[src/rtl/bcd_to_decimal_decoder.sv]
// ---------------------------------------------------------------------------
// bcd_to_decimal_decoder
//
// Streaming BCD-digit decoder. Each accepted digit produces one registered
// output beat carrying a one-hot decimal code. Digits are also accumulated,
// most-significant first, into a binary value until the digit flagged with
// in_last. Invalid codes (10..15) and numbers longer than DIGITS raise a
// sticky error that clears once the number's last beat has been formed.
//
// Optional feature macro: BCD_DEC_ACCUM_EN
//   defined   : accumulator, digit counter and over-length check present.
//   undefined : value tied to 0; error comes only from invalid codes.
//
// Parameters
//   DIGITS   maximum digits per number
//   VALUE_W  accumulator / value width (>= ceil(log2(10^DIGITS)))
//
// Ports
//   clk, rst_n        clock (rising edge), async active-low reset
//   in_valid/in_ready input handshake; bcd digit, in_last ends a number
//   out_valid/out_ready output handshake
//   dec               one-hot decimal code (all-zero on invalid code)
//   out_err           error flag for the current number (sticky)
//   out_last          copy of in_last for this beat
//   value             running value including this digit (0 on error)
// ---------------------------------------------------------------------------
module bcd_to_decimal_decoder #(
   parameter int DIGITS  = 4,
   parameter int VALUE_W = 14
) (
   input  logic               clk,
   input  logic               rst_n,
   input  logic               in_valid,
   output logic               in_ready,
   input  logic [3:0]         bcd,
   input  logic               in_last,
   output logic               out_valid,
   input  logic               out_ready,
   output logic [9:0]         dec,
   output logic               out_err,
   output logic               out_last,
   output logic [VALUE_W-1:0] value
);

   if (DIGITS < 1 || VALUE_W < 1) begin : g_bad_params
      $error("bcd_to_decimal_decoder: DIGITS and VALUE_W must be >= 1");
   end

   typedef enum logic {ST_IDLE, ST_NUM} state_t;

   state_t     state_q, state_d;
   logic       err_q, err_d;
   logic       out_valid_q, out_valid_d;
   logic [9:0] dec_q, dec_d;
   logic       out_err_q, out_err_d;
   logic       out_last_q, out_last_d;

   logic       accept;
   logic       bad_code;
   logic       err_cur;
   logic       err_beat;
   logic [9:0] dec_code;

   // One-entry output register: a new digit can enter whenever the slot is
   // empty or is being drained in this same cycle.
   assign in_ready = !out_valid_q || out_ready;
   assign accept   = in_valid && in_ready;
   assign bad_code = (bcd > 4'd9);

   // Per-number state is only meaningful inside a number; in IDLE it reads 0.
   assign err_cur  = (state_q == ST_NUM) && err_q;

   always_comb begin
      dec_code = '0;
      if (!bad_code) dec_code[bcd] = 1'b1;
   end

`ifdef BCD_DEC_ACCUM_EN
   localparam int CNT_W = $clog2(DIGITS + 2);

   logic [VALUE_W-1:0] acc_q, acc_d, acc_cur, acc_next;
   logic [VALUE_W-1:0] value_q, value_d;
   logic [CNT_W-1:0]   cnt_q, cnt_d, cnt_cur, cnt_next;
   logic [CNT_W:0]     k;
   logic               over_len;

   assign acc_cur  = (state_q == ST_NUM) ? acc_q : '0;
   assign cnt_cur  = (state_q == ST_NUM) ? cnt_q : '0;
   // k is the 1-based position of the incoming digit; one extra bit so the
   // saturated count plus one never wraps.
   assign k        = {1'b0, cnt_cur} + (CNT_W+1)'(1);
   assign over_len = (k > (CNT_W+1)'(DIGITS));
   // Over-length and invalid digits leave the accumulator untouched; the
   // beat value is forced to 0 by the error anyway.
   assign acc_next = (over_len || bad_code) ? acc_cur
                   : acc_cur * VALUE_W'(10) + VALUE_W'(bcd);
   assign cnt_next = (k > (CNT_W+1)'(DIGITS + 1)) ? CNT_W'(DIGITS + 1)
                   : k[CNT_W-1:0];
   assign err_beat = err_cur | bad_code | over_len;
   assign value    = value_q;
`else
   assign err_beat = err_cur | bad_code;
   assign value    = '0;
`endif

   always_comb begin
      state_d     = state_q;
      err_d       = err_q;
      out_valid_d = out_valid_q;
      dec_d       = dec_q;
      out_err_d   = out_err_q;
      out_last_d  = out_last_q;
`ifdef BCD_DEC_ACCUM_EN
      acc_d       = acc_q;
      cnt_d       = cnt_q;
      value_d     = value_q;
`endif
      if (out_valid_q && out_ready) out_valid_d = 1'b0;

      if (accept) begin
         // Load overrides the drain above: old beat leaves, new beat lands.
         out_valid_d = 1'b1;
         dec_d       = dec_code;
         out_err_d   = err_beat;
         out_last_d  = in_last;
`ifdef BCD_DEC_ACCUM_EN
         value_d     = err_beat ? '0 : acc_next;
`endif
         if (in_last) begin
            state_d = ST_IDLE;
            err_d   = 1'b0;
`ifdef BCD_DEC_ACCUM_EN
            acc_d   = '0;
            cnt_d   = '0;
`endif
         end else begin
            state_d = ST_NUM;
            err_d   = err_beat;
`ifdef BCD_DEC_ACCUM_EN
            acc_d   = acc_next;
            cnt_d   = cnt_next;
`endif
         end
      end
   end

   always_ff @(posedge clk or negedge rst_n) begin
      if (!rst_n) begin
         state_q     <= ST_IDLE;
         err_q       <= 1'b0;
         out_valid_q <= 1'b0;
         dec_q       <= '0;
         out_err_q   <= 1'b0;
         out_last_q  <= 1'b0;
`ifdef BCD_DEC_ACCUM_EN
         acc_q       <= '0;
         cnt_q       <= '0;
         value_q     <= '0;
`endif
      end else begin
         state_q     <= state_d;
         err_q       <= err_d;
         out_valid_q <= out_valid_d;
         dec_q       <= dec_d;
         out_err_q   <= out_err_d;
         out_last_q  <= out_last_d;
`ifdef BCD_DEC_ACCUM_EN
         acc_q       <= acc_d;
         cnt_q       <= cnt_d;
         value_q     <= value_d;
`endif
      end
   end

   assign out_valid = out_valid_q;
   assign dec       = dec_q;
   assign out_err   = out_err_q;
   assign out_last  = out_last_q;

endmodule
[config.mk]
export PLATFORM = sky130hd
export DESIGN_NAME = bcd_to_decimal_decoder
export DESIGN_NICKNAME = d
export VERILOG_FILES = /design/src/rtl/bcd_to_decimal_decoder.sv
export SDC_FILE = /design/constraint.sdc
export NUM_CORES = 1
export LEC_CHECK = 0
export CAP_MARGIN = 20
export CORE_ASPECT_RATIO = 0.7
export CORE_MARGIN = 5
export CORE_UTILIZATION = 29
export DETAILED_ROUTE_END_ITERATION = 6
export GPL_TIMING_DRIVEN = 0
export PLACE_DENSITY = 0.61
export SYNTH_ARGS = -nofsm -noshare
export SYNTH_HDL_FRONTEND = slang
export SYNTH_SLANG_ARGS = --single-unit
[constraint.sdc]
create_clock -name clk -period 1.8 [get_ports clk]
set_input_delay 0.18 -clock clk [delete_from_list [all_inputs] [get_ports clk]]
set_output_delay 0.18 -clock clk [all_outputs]
set_load 0.01 [all_outputs]
==> results.toml <==
[clock_network]
cts_max_path_buffers = 2
clock-sinks = 15
path_clk_slew_ns = 0.06
clk_latency_ns = 0.24
cts_inserted_buffers = 3
postCtsResizedCells = 0
htreeDepth = 1
postCtsSetupRepairBufs = 0
cts_root_buf = "clkbuf_8"
hold_buffers = 0
cts_tree = "done"

[timing]
fmax_ghz = 0.631
finalCriticalPeriod_ns = 1.58
fin_setup_tns_ns = 0
drv_slew = 0
hold_viol_final = 0
skew_ns = 0.00317
slew_headroom_pct = 55.6
tightestPinTransition_ns = 0.663
rsz0062_at_grt = "false"
finalCritPeriodShare_pct = 88.0
setup_viol = 0

[setup_path]
cp_top_family = "buffers and inverters"
cp-end-kind = "output port"
crit_start = "out_ready"
cp.required_ns = 1.62
slowest_stage = "clkdlybuf4s50_1"
cp_data_arrival_time_ns = 1.40
path_buf_inv = 3
path_class = "primary input to output port"
path_cells = "clkdlybuf4s50_1 -> nand2b_4 -> buf_8 -> clkdlybuf4s50_1"
path_common_cell = "clkdlybuf4s50_1"
cp_max_fo = 7
cp_slowest_stage_delay_ns = 0.53
start_kind = "primary input"
r2r_start = "out_valid"

[synth]
synth_edf_count = 0
synthCells = 69
synthDistinctLibCells = 18
synth_simple_gate_area_share_pct = 13.3
synthAdderAreaFrac_pct = 0
synth.cell_area_um2 = 828
ys_ff_latch = 15
ys_top_cells_by_count = "dfrtp_1 (15), buf_4 (14), mux2_4 (10)"
synthMuxAreaShare_pct = 20.8
synth_area_leaders = "dfrtp_1 (45%), mux2_4 (18%), buf_4 (13%), nand2b_1 (3.8%), nor3_1 (3.0%)"
synth_area_per_cell_um2 = 12.0
synth_top_area_share_pct = 45.3
synth_xor_area_share_pct = 0
yosysMostFrequentCell = "dfrtp_1"
synth_top_family_by_area = "multiplexers"
synth_flop_cell = "dfrtp_1"
async_reset_ff_share_pct = 100
synth_compound_area_share_pct = 4.23
yosys_warnings = 0
yosysSeqAreaShare_pct = 45.3
synth.largest_area_cell = "dfrtp_1"

[routing]
vias_per_cell = 3.99
drc_errors = 0
drt_wl_total_mm = 1.60
wire_per_inst_um = 11.1
drt_iter0_markers = 20
ant_nets = 0
dr_total_vias = 575
dr.pass1.iters = 4

[place]
place.detailed.hpwl_mm = 1.27
port-buffer-count = 22
globalplace.congestion = 0.749

[final_layout]
final_util_pct = 43.0
diodes = 0
syn_to_final_growth_pct = 43.4
drive_above_1_share_pct = 28.7
nets = 118

[global_route]
grt-ovfl-total = 0
grt_usage_pct = 8.88
antenna_found_initial = 0
grt_pass1_vias = 607
grt_max_degree = 16
grt_pass1_wl_mm = 2.64

[floorplan]
die_h_um = 54.7
fp.dieArea_um2 = 4040
fp-row-count = 16
ios = 37
initial_utilization_pct = 30.0
core-area_um2 = 2760
die_w_um = 73.9

[pwr]
max-vdd-ir-drop_uv = 258
p_per_area_nw_per_um2 = 711
power.leakage_nw = 0.582

[run_status]
status = "finished, final reports clean"

[flow_run]
max-cap-violations = 0

[min_path]
holdCritPathClass = "primary input to async pin"
## stage by stage
step | total power, mW | hold slack (ns) | cells | area (um2) | setup slack (ns)
after CTS | 0.857 | 0.367 | 144 | 1190 | 0.206
final | 0.844 | 0.342 | 144 | 1190 | 0.215
after floorplan | 0.499 | -0.116 | 82 | 877 | 0.546
after detailed placement | 0.586 | 0.497 | 140 | 1140 | 0.214
after global routing | 0.894 | 0.409 | 144 | 1190 | 0.180
after global placement | 0.582 | 0.494 | 140 | 1140 | 0.224
## worst paths after layout
path	to	slack, ns	cells after the start
setup / recovery	in_ready	0.22	4
hold / removal	dec[9]	0.34	1
setup reg to reg	out_last	0.54	5
hold reg to reg	dec[4]	0.50	1
max in group asynchronous	dec[4]	1.03	1
min in group clk	dec[4]	0.50	1
## layout make-up
type	instances	area, um2
well taps	36	45.0
repair buffers	22	220
clock buffers	4	45.0
plain buffers	16	131
flip-flops and latches	15	375
fillers	259	1580
multi-input cells	51	370
## worst reg2reg max path, delay by kind of cell, from the launching register on
family | cells | cell delay, ns
buf+inv | 2 | 0.31
simple gates | 2 | 0.14
mux | 1 | 0.31
flops | 1 | 0.39
## cells by family (layout without fill, tap and decap cells)
kind of cell           after synthesis  after routing
muxes                               12             12
DFF                                 15             15
AOI/OAI and AO/OA                    6              6
and+or+nand+nor                     19             19
other                                1             14
buffers and inverters               16             42
## layer usage
metal	global-route usage, %	vias up	share of wire (%)
met5	0	-	0
met4	5.42	0	2.6
met3	2.75	5	9.2
met2	13.8	26	43
met1	10.8	259	46
li1	-	285	-
## power breakdown
part / leakage (nW) / internal (mW) / total, mW / switching [mW]
combinational: 0.365 / 0.117 / 0.200 / 0.0835
clock: 0.0228 / 0.156 / 0.265 / 0.108
sequential: 0.195 / 0.364 / 0.379 / 0.0157
## sequential cells by signal, summed over array words and instances (netlist names)
register,cells
dec,10
err_q,1
out_err,1
out_last,1
out_valid,1
state_q,1
## cells in the final DEF, fill, tap and decap left out
cell type,count
a21oi_1,3
a41oi_1,1
buf_4,14
mux2_1,2
buf_8,1
clkbuf_1,1
clkdlybuf4s50_1,22
o21ai_1,1
clkbuf_8,3
a31oi_1,1
nand2_1,2
nand2_4,1
dfrtp_1,15
mux2_4,10
nand2b_4,1
buf_6,1
nor4_1,1
conb_1,14
nor2_1,4
nor3_1,5
nand2b_1,5
Note: power is estimated with default switching activity, not from simulation.
